--- src/rtl/oht2bin_pipe_if.sv ---
// Handshake bundle for the pipelined one-hot/priority encoder:
// an input vector stream in, an encoded-index stream out.
interface oht2bin_pipe_if #(
    parameter int WIDTH     = 16,
    parameter int WIDTH_LOG = $clog2(WIDTH)
);
    logic                 in_valid;
    logic                 in_ready;
    logic [WIDTH-1:0]     in_oht;
    logic                 out_valid;
    logic                 out_ready;
    logic [WIDTH_LOG-1:0] out_bin;
    logic                 out_vld;
    logic                 out_err;

    modport master (
        output in_valid, in_oht, out_ready,
        input  in_ready, out_valid, out_bin, out_vld, out_err
    );

    modport slave (
        input  in_valid, in_oht, out_ready,
        output in_ready, out_valid, out_bin, out_vld, out_err
    );
endinterface

--- src/rtl/oht2bin_pipe.sv ---
// Pipelined SPLIT-ary reduction tree turning a one-hot (or priority) vector
// into a binary index; one register stage per tree level, elastic handshake.
module oht2bin_pipe #(
    parameter int WIDTH = 16,
    parameter int SPLIT = 4,
    parameter int MODE  = 0
) (
    input  logic          clk,
    input  logic          rst_n,
    oht2bin_pipe_if.slave bus
);
    localparam int WIDTH_LOG = $clog2(WIDTH);
    localparam int SPLIT_LOG = $clog2(SPLIT);
    localparam int LEVELS    = (WIDTH_LOG + SPLIT_LOG - 1) / SPLIT_LOG;

    logic [LEVELS:1] stage_valid;
    logic [LEVELS:1] stage_ready;
    logic            chain_rdy;

    // A stage may load when it is empty or its successor drains this cycle.
    always_comb begin
        stage_ready = '0;
        chain_rdy   = bus.out_ready;
        for (int k = LEVELS; k >= 1; k--) begin
            chain_rdy      = !stage_valid[k] || chain_rdy;
            stage_ready[k] = chain_rdy;
        end
    end

    genvar gi, gj;
    generate
        for (gi = 0; gi <= LEVELS; gi++) begin : lvl
            localparam int NG = ((WIDTH >> (gi * SPLIT_LOG)) > 0) ?
                                (WIDTH >> (gi * SPLIT_LOG)) : 1;

            // Per-group partial result: any bit seen, multi-hot seen, index so far.
            logic [NG-1:0]        g_vld;
            logic [NG-1:0]        g_err;
            logic [WIDTH_LOG-1:0] g_idx [NG];

            if (gi == 0) begin : leaf
                assign g_vld = bus.in_oht;
                assign g_err = '0;
                for (gj = 0; gj < NG; gj++) begin : zidx
                    assign g_idx[gj] = '0;
                end
            end else begin : node
                localparam int NC = ((WIDTH >> ((gi - 1) * SPLIT_LOG)) > 0) ?
                                    (WIDTH >> ((gi - 1) * SPLIT_LOG)) : 1;
                localparam int NP    = NG * SPLIT;
                localparam int SHIFT = (gi - 1) * SPLIT_LOG;

                logic [NP-1:0]        ch_vld;
                logic [NP-1:0]        ch_err;
                logic [WIDTH_LOG-1:0] ch_idx [NP];
                logic [NG-1:0]        n_vld;
                logic [NG-1:0]        n_err;
                logic [WIDTH_LOG-1:0] n_idx [NG];
                logic                 up_valid;
                logic                 valid_q;

                // Pad the child list to a whole number of groups; missing
                // children (narrow top level) read as empty.
                for (gj = 0; gj < NP; gj++) begin : pad
                    if (gj < NC) begin : live
                        assign ch_vld[gj] = lvl[gi-1].g_vld[gj];
                        assign ch_err[gj] = lvl[gi-1].g_err[gj];
                        assign ch_idx[gj] = lvl[gi-1].g_idx[gj];
                    end else begin : dead
                        assign ch_vld[gj] = 1'b0;
                        assign ch_err[gj] = 1'b0;
                        assign ch_idx[gj] = '0;
                    end
                end

                always_comb begin
                    for (int g = 0; g < NG; g++) begin
                        n_vld[g] = 1'b0;
                        n_err[g] = 1'b0;
                        n_idx[g] = '0;
                        for (int j = 0; j < SPLIT; j++) begin
                            if (ch_vld[g*SPLIT + j]) begin
                                if (MODE == 0) begin
                                    n_err[g] = n_err[g] | n_vld[g] | ch_err[g*SPLIT + j];
                                    n_idx[g] = n_idx[g] | ch_idx[g*SPLIT + j] |
                                               (WIDTH_LOG'(j) << SHIFT);
                                end else if (!n_vld[g]) begin
                                    n_idx[g] = ch_idx[g*SPLIT + j] |
                                               (WIDTH_LOG'(j) << SHIFT);
                                end
                                n_vld[g] = 1'b1;
                            end
                        end
                    end
                end

                if (gi == 1) begin : src_in
                    assign up_valid = bus.in_valid;
                end else begin : src_stage
                    assign up_valid = stage_valid[gi-1];
                end

                always_ff @(posedge clk or negedge rst_n) begin
                    if (!rst_n) begin
                        valid_q <= 1'b0;
                        g_vld   <= '0;
                        g_err   <= '0;
                        for (int g = 0; g < NG; g++) begin
                            g_idx[g] <= '0;
                        end
                    end else if (stage_ready[gi]) begin
                        valid_q <= up_valid;
                        if (up_valid) begin
                            g_vld <= n_vld;
                            g_err <= n_err;
                            for (int g = 0; g < NG; g++) begin
                                g_idx[g] <= n_idx[g];
                            end
                        end
                    end
                end

                assign stage_valid[gi] = valid_q;
            end
        end
    endgenerate

    assign bus.in_ready  = stage_ready[1];
    assign bus.out_valid = stage_valid[LEVELS];
    assign bus.out_vld   = lvl[LEVELS].g_vld[0];
    assign bus.out_err   = lvl[LEVELS].g_err[0];
    assign bus.out_bin   = lvl[LEVELS].g_idx[0];
endmodule
--- src/flat_wrapper.sv ---
// flat-port wrapper written by rule: the top's interface ports become plain ports
module oht2bin_pipe_flat 
#(
    parameter int WIDTH = 16,
    parameter int SPLIT = 4,
    parameter int MODE  = 0
)
  (clk, rst_n, bus_in_valid, bus_in_oht, bus_out_ready, bus_in_ready, bus_out_valid, bus_out_bin, bus_out_vld, bus_out_err);
  oht2bin_pipe_if #(.WIDTH(WIDTH)) bus_i ();
  input  logic clk;
  input  logic rst_n;
  input wire logic [$bits(bus_i.in_valid)-1:0] bus_in_valid;
  input wire logic [$bits(bus_i.in_oht)-1:0] bus_in_oht;
  input wire logic [$bits(bus_i.out_ready)-1:0] bus_out_ready;
  output wire logic [$bits(bus_i.in_ready)-1:0] bus_in_ready;
  output wire logic [$bits(bus_i.out_valid)-1:0] bus_out_valid;
  output wire logic [$bits(bus_i.out_bin)-1:0] bus_out_bin;
  output wire logic [$bits(bus_i.out_vld)-1:0] bus_out_vld;
  output wire logic [$bits(bus_i.out_err)-1:0] bus_out_err;
  assign bus_i.in_valid = bus_in_valid;
  assign bus_i.in_oht = bus_in_oht;
  assign bus_i.out_ready = bus_out_ready;
  assign bus_in_ready = bus_i.in_ready;
  assign bus_out_valid = bus_i.out_valid;
  assign bus_out_bin = bus_i.out_bin;
  assign bus_out_vld = bus_i.out_vld;
  assign bus_out_err = bus_i.out_err;
  oht2bin_pipe #(.WIDTH(WIDTH), .SPLIT(SPLIT), .MODE(MODE)) u_core (.clk(clk), .rst_n(rst_n), .bus(bus_i));
endmodule
--- config.mk ---
export PLATFORM = sky130hd
export DESIGN_NAME = oht2bin_pipe_flat
export DESIGN_NICKNAME = d
export VERILOG_FILES = /design/src/rtl/oht2bin_pipe_if.sv /design/src/rtl/oht2bin_pipe.sv /design/src/flat_wrapper.sv
export SDC_FILE = /design/constraint.sdc
export NUM_CORES = 1
export LEC_CHECK = 0
export ABC_AREA = 1
export BUFFER_PORTS_ARGS = -buffer_cell sky130_fd_sc_hd__buf_4
export CAP_MARGIN = 15
export CORE_ASPECT_RATIO = 0.9
export CORE_MARGIN = 2
export CORE_UTILIZATION = 50
export CTS_BUF_LIST = sky130_fd_sc_hd__clkbuf_8
export CTS_CLUSTER_DIAMETER = 60
export DETAILED_ROUTE_END_ITERATION = 7
export PLACE_DENSITY = 0.75
export SLEW_MARGIN = 20
export SYNTH_ARGS = -nofsm -noshare
export SYNTH_HDL_FRONTEND = slang
export SYNTH_SLANG_ARGS = --single-unit
--- constraint.sdc ---
create_clock -name clk -period 1.25 [get_ports clk]
set_clock_uncertainty 0.05 [all_clocks]
set_input_delay 0.375 -clock clk [delete_from_list [all_inputs] [get_ports clk]]
set_output_delay 0.375 -clock clk [all_outputs]
set_load 0.005 [all_outputs]
==> summary.md <==
| Metric | Value |
|---|---|
| Post-Route WL | `2.47 mm` |
| Port Buffers | `27` |
| Clk sinks | `24` |
| Synth Instances | `155` |
| Die W | `about 56 um` |
| Worst Path Max Fanout | `3` |
| Syn Nets | `approximately 180` |
| CTS tree | `yes` |
| Initial Util | `0.543` |
| HPWL Detailed | `1.92 mm` |
| Avg WL per Cell | `11.4 um` |
| Syn-to-layout area delta | `30.3%` |
| Largest net degree at the start of global routing | `25` |
| Leak pwr | `between 0.8 and 0.9 nW` |
| Count leader, synth | `nand2_1` |
| Via density | `4.94` |
| Most frequent cells after synthesis | `nand2_1, dfrtp_1, inv_1` |
| Synth Flop Type | `dfrtp_1` |
| Initial antenna violation count | `0` |
| WS Path Type | `register to output pin` |
| Final setup slack of the worst path | `-0.0575 ns` |
| Pwr Density | `1290 mW/mm^2` |
| Die area | `between 0.002 and 0.003 mm^2` |
| Failing checks | `negative setup slack` |
| VDD IR-drop max | `1.33 mV` |
| Seq/Total Area, Yosys | `0.493` |
| Core Region | `0.00224 mm^2` |
| Seq cells post-synth | `24` |
| Synth warnings | `0` |
| Worst slack, placed | `-0.00889 ns` |
| DRC Markers | `0` |
| Cells along the critical path | `nand3_2 -> buf_6` |
| Worst slew pin tran | `about 0.3 ns` |
| Layout cells sized above 1 | `0.326` |
| FF/Latch Area | `601 um^2` |
| CTS Buf Count | `3` |
| Syn Area/Cell | `~8 um^2` |
| Slew HR | `0.801` |
| HP Class | `primary input to register` |
| Routability Congestion | `0.875` |
| Global-route usage over all layers | `0.188` |
| Inserted Diodes | `0` |
| Top Ports | `28` |
| Cell taking the most area after synthesis | `dfrtp_1` |
| CTS root buffer | `clkbuf_8` |
| F_max | `approximately 0.76 GHz` |
| Status | `finished, violations left` |
| Count of cell types in the netlist | `17` |
| Post-DRT Antenna Nets | `0` |
| 1st-iter DRT viols | `21` |
| Critical-path top delay cell | `dfrtp_1` |
| Buf+Inv Stages, Crit Path | `1` |
| CP arrival | `approximately 0.88 ns` |
| Number of global-route vias before repair | `roughly 1000` |
| Finish-stage setup viols | `2` |
| Critical Path End Type | `output pin` |
| Vias | `around 1100` |
| Fillers | `~180` |
| Max clock buf depth | `2` |
| Area used by multi-input combinational logic | `around 540 um^2` |
| Max-cap viol count | `0` |
| H-tree Lvls | `1` |
| First-pass GRT wire length | `between 4 and 5 mm` |
| RSZ-0062 raised after global routing | `yes` |
| Worst EP required | `between 0.8 and 0.9 ns` |
| Final #Nets | `about 210` |
| Critical Path Source Type | `register` |
| Dpl cells | `approximately 210` |
| Cell Area, Synth | `between 0.001 and 0.0015 mm^2` |
| Crit path max-delay family | `flip-flops` |
| Tcrit/Tclk final | `1.05` |
| CP peak stage delay | `around 0.4 ns` |
| Clock Latency Late Sink | `between 0.2 and 0.3 ns` |
| Layout Cells excl Fill | `around 220` |
| Area fraction of the dominant cell type after synthesis | `0.493` |
| # rows | `16` |
| Final Max Slew Viols | `0` |
| Reg clk slew, reported paths | `around 0.080 ns` |
| Async S/R FF share, synth | `1.00` |
| Leading post-synthesis cells by cell area | `dfrtp_1, nand2_1, o21ai_2` |
| Die Ht | `50.8 um` |
| Router iterations before antenna repair | `4` |
| Post-synth EDFFs | `0` |
| Hold Fails Final Rpt | `0` |
| Grt total ovfl | `0` |
| Setup TNS | `-0.0606 ns` |
| Final min period | `1.31 ns` |
==> layout make-up <==
cell class                      count  area share
Inverter                           21      0.0513
Clock buffer                        4      0.0347
Multi-Input combinational cell    107       0.339
Sequential cell                    24       0.379
Tap cell                           27      0.0213
Timing Repair Buffer               34       0.175
==> worst paths after layout <==
check / start / to / slack (ns) / depth (start not counted)
max: u_core.bus.out_valid / bus_in_ready / -0.06 / 2
min reg2reg: u_core.lvl[1].g_err[0] / u_core.lvl[1].g_err[0] / 0.44 / 2
max in group asynchronous: rst_n / u_core.lvl[1].node.valid_q / 0.43 / 2
min: bus_in_oht[9] / u_core.lvl[1].g_idx[4] / 0.28 / 3
max reg2reg: u_core.bus.out_valid / u_core.lvl[1].g_vld[1] / 0.05 / 6
min in group asynchronous: rst_n / u_core.lvl[1].g_err[1] / 0.48 / 2
==> registers in the layout, indices dropped and copies added (netlist names) <==
name	flops
u_core.bus.out_vld	1
u_core.bus.out_valid	1
u_core.lvl.g_vld	4
u_core.lvl.g_idx	8
u_core.lvl.node.valid_q	1
u_core.lvl.g_err	4
u_core.bus.out_err	1
u_core.bus.out_bin	4
==> kinds of logic after synthesis <==
kind of cell           Yosys count  share of synthesized area
and+or+nand+nor                 84                      0.287
DFF                             24                      0.493
buffers and inverters           24                     0.0894
AOI/OAI and AO/OA               23                      0.131
==> worst reg2reg max path: stages (launching register included) <==
cell and delay (ns):
dfrtp_1 0.42, nand3_2 0.09, buf_4 0.13, nand2_4 0.05
buf_4 0.18, nor3_2 0.12, nor2_1 0.05
==> layer usage <==
layer / track usage / share of wire / vias up
li1: - / - / 551
met1: 0.242 / 0.46 / 495
met2: 0.302 / 0.48 / 23
met3: 0.0557 / 0.048 / 4
met4: 0.0714 / 0.014 / 0
met5: 0 / 0 / -
==> power breakdown <==
part	total [W]	switching, W	internal [W]
clock	0.000519	0.000238	0.000281
combinational	0.000543	0.000281	0.000262
sequential	0.000980	0.0000774	0.000902
==> placed cells by master (no fill, tap or decap) <==
cell | netlist | layout
nand2_2 | 2 | 1
o21ai_2 | 10 | 10
nand3_1 | 4 | 4
or2_2 | 2 | 2
buf_12 | 0 | 1
clkbuf_8 | 0 | 4
o21ai_0 | 11 | 10
a21oi_2 | 1 | 1
nand2_4 | 0 | 1
buf_4 | 1 | 30
dfrtp_1 | 24 | 24
nor2_4 | 0 | 2
dlygate4sd3_1 | 0 | 1
nand2_1 | 54 | 54
o21ai_1 | 0 | 1
nand3_2 | 1 | 1
o211ai_1 | 1 | 1
nor2_2 | 4 | 4
nor2_1 | 15 | 13
inv_1 | 20 | 20
nor3_2 | 0 | 2
buf_6 | 2 | 2
inv_4 | 0 | 1
==> timing repair <==
item	4_1_cts	5_1_grt
endpoints found under the setup margin	2	16
pin swaps	1	0
gates resized for setup	1	10
hold buffers	1	0
hold endpoints to repair	24	0
setup buffers	1	0
==> per-stage QoR <==
| stage | utilization | power [W] | area, um^2 | hold slack, ns |
|---|---|---|---|---|
| 5_1_grt | 0.708 | 0.00217 | 1590 | 0.276 |
| 4_1_cts | 0.691 | 0.00203 | 1550 | 0.279 |
| 2_1_floorplan | - | 0.00126 | 1220 | 0.0294 |
| 3_5_place_dp | 0.657 | 0.00151 | 1470 | 0.242 |
| 3_3_place_gp | 0.657 | 0.00149 | 1470 | 0.234 |
| 6_report | 0.708 | 0.00204 | 1590 | 0.277 |
Power figures use the tool's default switching activity.
